[config.mk]
export PLATFORM = sky130hd
export DESIGN_NAME = rr_sched4x16_flat
export DESIGN_NICKNAME = d
export VERILOG_FILES = /design/src/rtl/rr_sched4x16_pkg.sv /design/src/rtl/rr_sched4x16_if.sv /design/src/rtl/rr_sched4x16_mux4way16.sv /design/src/rtl/rr_sched4x16.sv /design/src/flat_wrapper.sv
export SDC_FILE = /design/constraint.sdc
export NUM_CORES = 1
export LEC_CHECK = 0
export CAP_MARGIN = 15
export CORE_MARGIN = 2
export CORE_UTILIZATION = 32
export CTS_CLUSTER_SIZE = 20
export DETAILED_ROUTE_END_ITERATION = 10
export PLACE_DENSITY = 0.79
export SLEW_MARGIN = 20
export SYNTH_ARGS = -nofsm -noshare
export SYNTH_HDL_FRONTEND = slang
export SYNTH_SLANG_ARGS = --single-unit
[constraint.sdc]
create_clock -name clk -period 1.95 [get_ports clk]
set_clock_uncertainty 0.1 [all_clocks]
set_input_delay 0.195 -clock clk [delete_from_list [all_inputs] [get_ports clk]]
set_output_delay 0.195 -clock clk [all_outputs]
set_load 0.02 [all_outputs]
[src/rtl/rr_sched4x16_pkg.sv]
// Shared types and helpers for the 4-channel round-robin word scheduler.
// Holds the FSM state encoding, the data width and the rotate-priority pick function.
package rr_sched4x16_pkg;

  localparam int DATA_W = 16;

  typedef enum logic {
    IDLE = 1'b0,
    FULL = 1'b1
  } state_t;

  // First requesting channel after last, wrapping back to last itself; last+1 when no request.
  function automatic logic [1:0] rr_pick(input logic [3:0] req, input logic [1:0] last);
    logic [1:0] idx;
    logic       found;
    rr_pick = last + 2'd1;
    found   = 1'b0;
    for (int k = 1; k <= 4; k++) begin
      idx = last + k[1:0];
      if (!found && req[idx]) begin
        rr_pick = idx;
        found   = 1'b1;
      end
    end
  endfunction

  function automatic logic [3:0] onehot4(input logic [1:0] idx);
    onehot4 = 4'b0001 << idx;
  endfunction

endpackage

[src/rtl/rr_sched4x16_if.sv]
// Channel-side and output-side handshake bundle for rr_sched4x16.
// The scheduler takes the slave view; the producer/consumer side takes the master view.
interface rr_sched4x16_if
  import rr_sched4x16_pkg::*;
();
  logic [3:0]        req;
  logic [DATA_W-1:0] a;
  logic [DATA_W-1:0] b;
  logic [DATA_W-1:0] c;
  logic [DATA_W-1:0] d;
  logic [3:0]        ack;
  logic [1:0]        sel;
  logic [DATA_W-1:0] y;
  logic              y_valid;
  logic              y_ready;

  modport slave (
    input  req, a, b, c, d, y_ready,
    output ack, sel, y, y_valid
  );

  modport master (
    output req, a, b, c, d, y_ready,
    input  ack, sel, y, y_valid
  );
endinterface

[src/rtl/rr_sched4x16_mux4way16.sv]
// Existing 4-way 16-bit word multiplexer, reused unchanged by the scheduler.
module mux4way16 (
  input  logic [15:0] a,
  input  logic [15:0] b,
  input  logic [15:0] c,
  input  logic [15:0] d,
  input  logic [1:0]  sel,
  output logic [15:0] y
);

  always_comb begin
    unique case (sel)
      2'd0:    y = a;
      2'd1:    y = b;
      2'd2:    y = c;
      default: y = d;
    endcase
  end

endmodule

[src/rtl/rr_sched4x16.sv]
// Round-robin scheduler: picks one of four channel words per cycle into a single
// registered output slot with valid/ready handshake and a last-granted pointer.
module rr_sched4x16
  import rr_sched4x16_pkg::*;
#(
  parameter logic [1:0] RESET_PTR = 2'd3
) (
  input  logic           clk,
  input  logic           reset,
  rr_sched4x16_if.slave  bus
);

  state_t            state_q, state_d;
  logic [1:0]        last_q, last_d;
  logic [DATA_W-1:0] y_q, y_d;
  logic [1:0]        pick;
  logic [1:0]        sel_w;
  logic [DATA_W-1:0] mux_y;
  logic              load;

  // Reset forces the select to its post-reset value so nothing moves while reset is held.
  always_comb begin
    pick  = rr_pick(bus.req, last_q);
    sel_w = reset ? (RESET_PTR + 2'd1) : pick;
  end

  mux4way16 u_mux (
    .a   (bus.a),
    .b   (bus.b),
    .c   (bus.c),
    .d   (bus.d),
    .sel (sel_w),
    .y   (mux_y)
  );

  always_comb begin
    load    = 1'b0;
    state_d = state_q;
    last_d  = last_q;
    y_d     = y_q;
    if (!reset && (bus.req != 4'd0) && ((state_q == IDLE) || bus.y_ready)) begin
      load = 1'b1;
    end
    if (load) begin
      state_d = FULL;
      last_d  = sel_w;
      y_d     = mux_y;
    end else if ((state_q == FULL) && bus.y_ready) begin
      state_d = IDLE;
    end
  end

  always_ff @(posedge clk or posedge reset) begin
    if (reset) begin
      state_q <= IDLE;
      last_q  <= RESET_PTR;
      y_q     <= '0;
    end else begin
      state_q <= state_d;
      last_q  <= last_d;
      y_q     <= y_d;
    end
  end

  assign bus.ack     = load ? onehot4(sel_w) : 4'd0;
  assign bus.sel     = sel_w;
  assign bus.y       = y_q;
  assign bus.y_valid = (state_q == FULL);

endmodule

[src/flat_wrapper.sv]
// flat-port wrapper written by rule: the top's interface ports become plain ports
module rr_sched4x16_flat import rr_sched4x16_pkg::*;
#(
  parameter logic [1:0] RESET_PTR = 2'd3
)
  (clk, reset, bus_req, bus_a, bus_b, bus_c, bus_d, bus_y_ready, bus_ack, bus_sel, bus_y, bus_y_valid);
  rr_sched4x16_if bus_i ();
  input  logic clk;
  input  logic reset;
  input wire logic [$bits(bus_i.req)-1:0] bus_req;
  input wire logic [$bits(bus_i.a)-1:0] bus_a;
  input wire logic [$bits(bus_i.b)-1:0] bus_b;
  input wire logic [$bits(bus_i.c)-1:0] bus_c;
  input wire logic [$bits(bus_i.d)-1:0] bus_d;
  input wire logic [$bits(bus_i.y_ready)-1:0] bus_y_ready;
  output wire logic [$bits(bus_i.ack)-1:0] bus_ack;
  output wire logic [$bits(bus_i.sel)-1:0] bus_sel;
  output wire logic [$bits(bus_i.y)-1:0] bus_y;
  output wire logic [$bits(bus_i.y_valid)-1:0] bus_y_valid;
  assign bus_i.req = bus_req;
  assign bus_i.a = bus_a;
  assign bus_i.b = bus_b;
  assign bus_i.c = bus_c;
  assign bus_i.d = bus_d;
  assign bus_i.y_ready = bus_y_ready;
  assign bus_ack = bus_i.ack;
  assign bus_sel = bus_i.sel;
  assign bus_y = bus_i.y;
  assign bus_y_valid = bus_i.y_valid;
  rr_sched4x16 #(.RESET_PTR(RESET_PTR)) u_core (.clk(clk), .reset(reset), .bus(bus_i));
endmodule
After elaboration in Yosys (flattened, before gate mapping)
Index checks and enable logic that the tools add are counted.
{"block": "word_totals", "register_bits": 19, "wordCells": 48}
{"block": "op_classes", "bitwise_logic": 1, "order_cmp": 4, "n_shift": 1, "mux": 20, "reduce_logical": 14, "addsub": 3, "n_eq_ne": 2}
{"operator": "one-hot mux 16 bit (3 select lines)", "n": 1}
{"operator": "< comparator 2 x 3 -> 1 bit, second input constant", "n": 4}
{"operator": "2-to-1 mux 1 bit", "n": 10}
{"operator": "binary-select mux 1 bit (select 2 bit)", "n": 4}
{"operator": "2-to-1 mux 2 bit", "n": 4}
{"operator": "logical AND 1 bit", "n": 6}
{"operator": "adder 2 bit, second input constant", "n": 2}
{"operator": "logical NOT 1 bit", "n": 4}
{"operator": "2-to-1 mux 4 bit", "n": 1}
{"operator": "nonzero test 4 bit", "n": 1}
{"operator": "<< shifter 1 x 2 -> 4 bit, first input constant", "n": 1}
{"operator": "adder 2 x 1 -> 2 bit, second input constant", "n": 1}
{"operator": "equality test 2 x 1 -> 1 bit, second input constant", "n": 1}
{"operator": "equality test 2 bit, second input constant", "n": 1}
{"operator": "logical NOT 2 bit", "n": 1}
{"operator": "nonzero test 2 bit", "n": 1}
{"operator": "logical OR 1 bit", "n": 1}
{"operator": "inverter 1 bit", "n": 1}

Longest topological paths before layout
Gate-level depths: netlist (run 1).
{"block": "logic_depth", "ltp_word": 16, "depth_mapped": 8, "mapped_depth_nobuf": 5}

Hierarchy
A second synthesis (run 1) with hierarchy kept.
{"block": "unflattened", "cells_unflattened": 98, "area_unflattened_um2": 1433.9}
{"module": "rr_sched4x16", "area_each_um2": 1009.7, "cells_per_inst": 78, "instances": 1, "seq_area_each_um2": 478.0}
{"module": "mux4way16", "area_each_um2": 424.2, "cells_per_inst": 20, "instances": 1, "seq_area_each_um2": 0.0}

Worst setup path after synthesis (run 1)
OpenSTA, ideal clock, no wires.
{"block": "synth_timing", "path_type": "register to output", "startpoint": "register u_core.last_q[0]", "endpoint": "output bus_ack[3]", "required_time_ns": 1.655, "n_path_buf": 3, "stages_incl_launch_ff": 8, "arrival_time_ns": 2.383, "setup_slack_ns": -0.728, "cell_sequence": "dfstp_2 buf_4 xor2_1 a222oi_1 buf_4 buf_8 nor2_1 nor4b_1"}
{"block": "synth_between", "elab_chain_cells": 16, "word_cells_on_any_way": 26, "cone_classes": "add/sub: 3; shift: 1; mux: 16; reduce/logical: 6"}
{"element": "start: declaration", "line": "rr_sched4x16.sv:14", "text": "logic [1:0] last_q, last_d;"}
{"element": "start signal: assignment", "line": "rr_sched4x16.sv:60", "text": "last_q <= last_d;"}
{"element": "adder 2 x 1 -> 2 bit", "line": "rr_sched4x16_pkg.sv:16, rr_sched4x16_pkg.sv:19"}
{"element": "binary-select mux 1 bit (select 2 bit)", "line": "rr_sched4x16_pkg.sv:20", "text": "if (!found && req[idx]) begin"}
{"element": "2-to-1 mux 1 bit (implied by the code)", "line": "rr_sched4x16_pkg.sv:20"}
{"element": "2-to-1 mux 1 bit", "line": "rr_sched4x16_pkg.sv:20"}
{"element": "logical NOT 1 bit", "line": "rr_sched4x16_pkg.sv:20"}
{"element": "logical AND 1 bit", "line": "rr_sched4x16_pkg.sv:20"}
{"element": "2-to-1 mux 1 bit", "line": "rr_sched4x16_pkg.sv:20"}
{"element": "logical NOT 1 bit", "line": "rr_sched4x16_pkg.sv:20"}
{"element": "logical AND 1 bit", "line": "rr_sched4x16_pkg.sv:20"}
{"element": "2-to-1 mux 1 bit", "line": "rr_sched4x16_pkg.sv:20"}
{"element": "logical NOT 1 bit", "line": "rr_sched4x16_pkg.sv:20"}
{"element": "logical AND 1 bit", "line": "rr_sched4x16_pkg.sv:20"}
{"element": "2-to-1 mux 2 bit *", "line": "rr_sched4x16_pkg.sv:20"}
{"element": "2-to-1 mux 2 bit *", "line": "rr_sched4x16.sv:24", "text": "sel_w = reset ? (RESET_PTR + 2'd1) : pick;"}
{"element": "via bus_sel[1]", "line": "flat_wrapper.sv:17", "text": "output wire logic [$bits(bus_i.sel)-1:0] bus_sel;"}
{"element": "<< shifter 1 x 2 -> 4 bit *", "line": "rr_sched4x16_pkg.sv:28", "text": "onehot4 = 4'b0001 << idx;"}
{"element": "2-to-1 mux 4 bit *", "line": "rr_sched4x16.sv:65", "text": "assign bus.ack = load ? onehot4(sel_w) : 4'd0;"}
{"element": "end: declaration", "line": "flat_wrapper.sv:16", "text": "output wire logic [$bits(bus_i.ack)-1:0] bus_ack;"}
Mark *: on every way through the listed nets, which the timed path passes. The rest lies on a longest branch. The select of a mux whose other input is x is not followed.

Worst setup path after layout (run 1)
{"block": "layout_timing", "startpoint": "register u_core.last_q[0]", "endpoint": "output bus_ack[3]"}
{"block": "layout_between", "elab_chain_cells": 16, "word_cells_on_any_way": 26, "cone_classes": "add/sub: 3; shift: 1; mux: 16; reduce/logical: 6"}
{"element": "adder 2 x 1 -> 2 bit", "line": "rr_sched4x16_pkg.sv:16, rr_sched4x16_pkg.sv:19"}
{"element": "binary-select mux 1 bit (select 2 bit)", "line": "rr_sched4x16_pkg.sv:20"}
{"element": "2-to-1 mux 1 bit (implied by the code)", "line": "rr_sched4x16_pkg.sv:20"}
{"element": "2-to-1 mux 1 bit", "line": "rr_sched4x16_pkg.sv:20"}
{"element": "logical NOT 1 bit", "line": "rr_sched4x16_pkg.sv:20"}
{"element": "logical AND 1 bit", "line": "rr_sched4x16_pkg.sv:20"}
{"element": "2-to-1 mux 1 bit", "line": "rr_sched4x16_pkg.sv:20"}
{"element": "logical NOT 1 bit", "line": "rr_sched4x16_pkg.sv:20"}
{"element": "logical AND 1 bit", "line": "rr_sched4x16_pkg.sv:20"}
{"element": "2-to-1 mux 1 bit", "line": "rr_sched4x16_pkg.sv:20"}
{"element": "logical NOT 1 bit", "line": "rr_sched4x16_pkg.sv:20"}
{"element": "logical AND 1 bit", "line": "rr_sched4x16_pkg.sv:20"}
{"element": "2-to-1 mux 2 bit *", "line": "rr_sched4x16_pkg.sv:20"}
{"element": "2-to-1 mux 2 bit *", "line": "rr_sched4x16.sv:24"}
{"element": "<< shifter 1 x 2 -> 4 bit *", "line": "rr_sched4x16_pkg.sv:28"}
{"element": "2-to-1 mux 4 bit *", "line": "rr_sched4x16.sv:65"}
Mark *: on every way between the ends. The rest lies on a longest branch, timed or not. The select of a mux whose other input is x is not followed.

==> results list, run 1 <==
- Post-detailed-placement half-perimeter wirelength: 3.94 mm
- For this run, the top clock speed supported by timing is ~440 MHz.
* Post-route fraction of the period consumed by the critical path: 116%
* Register bit total from synthesis: 19
- Overall via count from detail_route: 1834
- Setup repair after global routing could not meet its margin everywhere.
* Max Fanout on Critical Path: 4
- 94 I/O pins were placed.
- Detailed Routing Iterations Pass 1: 4
- Remaining global-route overflow: 0
- Port Buf Inserts: 93
- The detailed router finished its first iteration with 85 violations.
- The most common cell in the synthesized netlist is nand2_1.
* Residual DRC count: 0
- TritonCTS built the clock tree.
* Max-cap violations: 0
- Yosys synthesis warning count: 0
- After synthesis, the most frequently instantiated cells are nand2_1, nor2_1, dfrtp_1, nor4_1, o22ai_1.
* Number of H-tree levels: 1
* Cell area after layout: 3050 um2
* Cell Int Power: 0.00163 W
- In this run the cell area measured after placement is 2650 um2.
- Synthesis produced a netlist whose cell count is approximately 160.
- Sequential cells were found to cover 34.0% of the synthesized design area.
- Fin Setup TNS: -4.55 ns
* Maximum number of pins on one net before global-route repair: 20
- In this run the power density over the cells is 890 nW/um2.
* Peak supply drop: between 0.4 and 0.5 mV
- The area growth from synthesis to layout is 117%.
- Measured against its own limit, the worst slew margin works out to between 70 and 80%.
* Net Switching: 0.00108 W
- At the end of routability-driven placement, the weighted congestion stood at 0.945.
- Synth unique cells: 35
- Height of the die: 70.2 um
- The via count of the first global-routing pass came to 1967.
- Class of the most critical setup path: flip-flop to output pin
- Once the floorplan was initialized, standard cells occupied 32.7% of the core.
- The floorplan step defined a die boundary enclosing 4930 um2.
- The clock passes through at most 2 buffers.
- Fill cells in the final layout number 304.
- In the synthesized netlist the async set-or-reset flop fraction comes to between 90% and 100%.
- The count of pins over their slew limit came to 0.
- met2 is the most crowded layer.
- Status: finished with violations
* Startpoint type of the worst setup path: flip-flop
* Post-synthesis cell type with the largest combined area: dfrtp_1
- Finished Core Util: 71.0%
- Per report_power, the combinational group accounts for 67.3% of the total.
- Via-to-Cell Ratio: 5.47
- The min-delay analysis places its worst path in the category input port to asynchronous set/reset pin.
- Row generation in the floorplan step produced 24 rows.
- Total number of clock tree sinks: 19
* Clk root buf: clkbuf_8
* Ratio of cells with drive above 1 in the final layout: 37.5%
* CP endpoint kind: output pin
- Most used flip-flop cell after synthesis: dfrtp_1
- Global-route track usage on met2: about 45%
* Final Net Count: 355
- Average routed wire per standard cell: 18.4 um
* Mean post-synth cell area: 8.94 um2
- Before CTS, the worst setup slack after placement is -0.764 ns.
- Wire length of the first global-routing pass: 9.74 mm
* Number of enable-type register cells in the synthesized netlist: 0
- Sw Share: 39.8%
- The checks that failed: setup timing.
- Overall track demand over capacity in global routing: 24.7%
* Slew at the pin with the worst max-slew slack: 0.384 ns
* Diode insertion count for antenna repair: 0
- Static leakage power: 1.25 nW
- Post-route antenna net violation count: 0
- For this run, global-route usage on met3 was measured as 5.63%.
- The core region is around 4300 um2.
* Met1 capacity usage during global routing: 28.5%
* Overall Power: 0.00272 W
* Total wire length after detailed routing: 6.15 mm
- Endpoints failing hold: 0
- Number of setup violations in the final report: 22
- Once routing completed, OpenROAD measured the worst setup slack at -0.313 ns.
- Data on the critical path is required at its endpoint by 1.65 ns.
- Horizontal die dimension: 70.2 um
- Share of total power in the clock network: 10.8%
- Source-to-sink clock delay at the later pin of the worst-skew pair: roughly 0.26 ns
* Net Count, Synth: 228
- Netlist area before placement: 1400 um2
- Post-CTS clock slew at the launch and capture registers of the worst setup and hold paths: about 0.08 ns
- Yosys attributes the largest share of cell area to dfrtp_1, o41ai_2, nor4_1, o22ai_1, nand2_1.
- Arrival time worst endpoint: 1.97 ns
- Per report_power, the sequential group accounts for about 22% of the total.
- Buffers inserted during clock tree synthesis total 3.
- Yosys top cell area share: 30.3%
* Crit path time final: 2.26 ns
- The initial antenna violation count came to 0.
power groups by stage:
stage / clock (W) / combinational, W / sequential (W)
after floorplan: 0 / 0.000651 / 0.000708
after global routing: 0.000311 / 0.00192 / 0.000610
final: 0.000294 / 0.00183 / 0.000594
after detailed placement: 0 / 0.00140 / 0.000599
after global placement: 0 / 0.00138 / 0.000599
after CTS: 0.000289 / 0.00169 / 0.000590
cells in the final DEF (no fill, tap or decap), types with 3 or more instances in the layout:
cell and instances:
buf_12 3, buf_4 30, buf_6 13, clkbuf_8 3, clkdlybuf4s50_1 85, dfrtp_1 17, nand2_1 19, nand2b_1 4
nor2_1 18, nor4_1 15, o22ai_2 13, o22ai_4 3, o41ai_2 15
cells by family after synthesis:
logic type,count (synthesis),share of synthesized area [%]
and+or+nand+nor,70,25.2
DFF,19,34.0
xor gates and xnor gates,1,0.624
buffers and inverters,19,7.49
AOI/OAI and AO/OA,46,31.0
muxes,2,1.60
worst max-delay path: stages (launching register included):
cell	delay, ns
dfstp_2	0.61
xor2_1	0.09
a222oi_1	0.33
buf_4	0.21
nor2_4	0.05
buf_6	0.13
nor4b_4	0.12
buf_4	0.16
worst paths after layout:
kind	slack [ns]	to	cells after the start	start
min reg2reg	0.38	u_core.bus.y[4]$_DFFE_PP0P_	2	u_core.bus.y[4]$_DFFE_PP0P_
max	-0.31	bus_ack[3]	7	u_core.last_q[0]$_DFFE_PP1P_
max reg2reg	-0.23	u_core.bus.y[14]$_DFFE_PP0P_	9	u_core.last_q[0]$_DFFE_PP1P_
max in group asynchronous	1.16	u_core.last_q[0]$_DFFE_PP1P_	3	reset
min in group clk	0.38	u_core.bus.y[4]$_DFFE_PP0P_	2	u_core.bus.y[4]$_DFFE_PP0P_
min	0.32	u_core.bus.y_valid$_DFFE_PP0P_	3	reset
area by class of cell:
| cell class | count | area (um2) | area share (%) |
|---|---|---|---|
| clock buffers | 4 | 45.0 | 1.48 |
| inverters | 5 | 22.5 | 0.738 |
| multi-input cells | 119 | 1070 | 35.2 |
| flip-flops and latches | 19 | 478 | 15.7 |
| well taps | 52 | 65.1 | 2.13 |
| repair buffers | 136 | 1370 | 44.7 |
sequential cells by signal, summed over array words and instances (netlist names):
signal              flops
u_core.last_q           2
u_core.bus.y           16
u_core.bus.y_valid      1
stage by stage:
step	hold WS (ns)	cells
2_1_floorplan	-0.0553	157
3_3_place_gp	0.358	320
3_5_place_dp	0.360	320
4_1_cts	0.327	331
5_1_grt	0.348	335
6_report	0.323	335
layer usage:
| layer | vias to the layer above | wire (um) |
|---|---|---|
| met4 | 0 | 183 |
| li1 | 868 | - |
| met5 | - | 0 |
| met2 | 64 | 3310 |
| met1 | 886 | 2370 |
| met3 | 16 | 297 |
repair_timing:
action                     4_1_cts  5_1_grt
setup endpoints to repair       23       22
setup buffers                    7        2
hold endpoints to repair         0        0
pin swaps                       20        6
cloned                           1        2
hold buffers                     0        0
gates resized for setup         67       12
Note: power is estimated with default switching activity, not from simulation.
==> inputs of run 2 (changes only) <==
--- a/config.mk
+++ b/config.mk
@@ -11,7 +11,6 @@
 export CTS_CLUSTER_SIZE = 20
 export DETAILED_ROUTE_END_ITERATION = 10
 export PLACE_DENSITY = 0.79
-export SLEW_MARGIN = 20
 export SYNTH_ARGS = -nofsm -noshare
 export SYNTH_HDL_FRONTEND = slang
 export SYNTH_SLANG_ARGS = --single-unit
==> results of run 2 <==
Same layout as run 1: the final DEF is identical, and so are final timing and power.
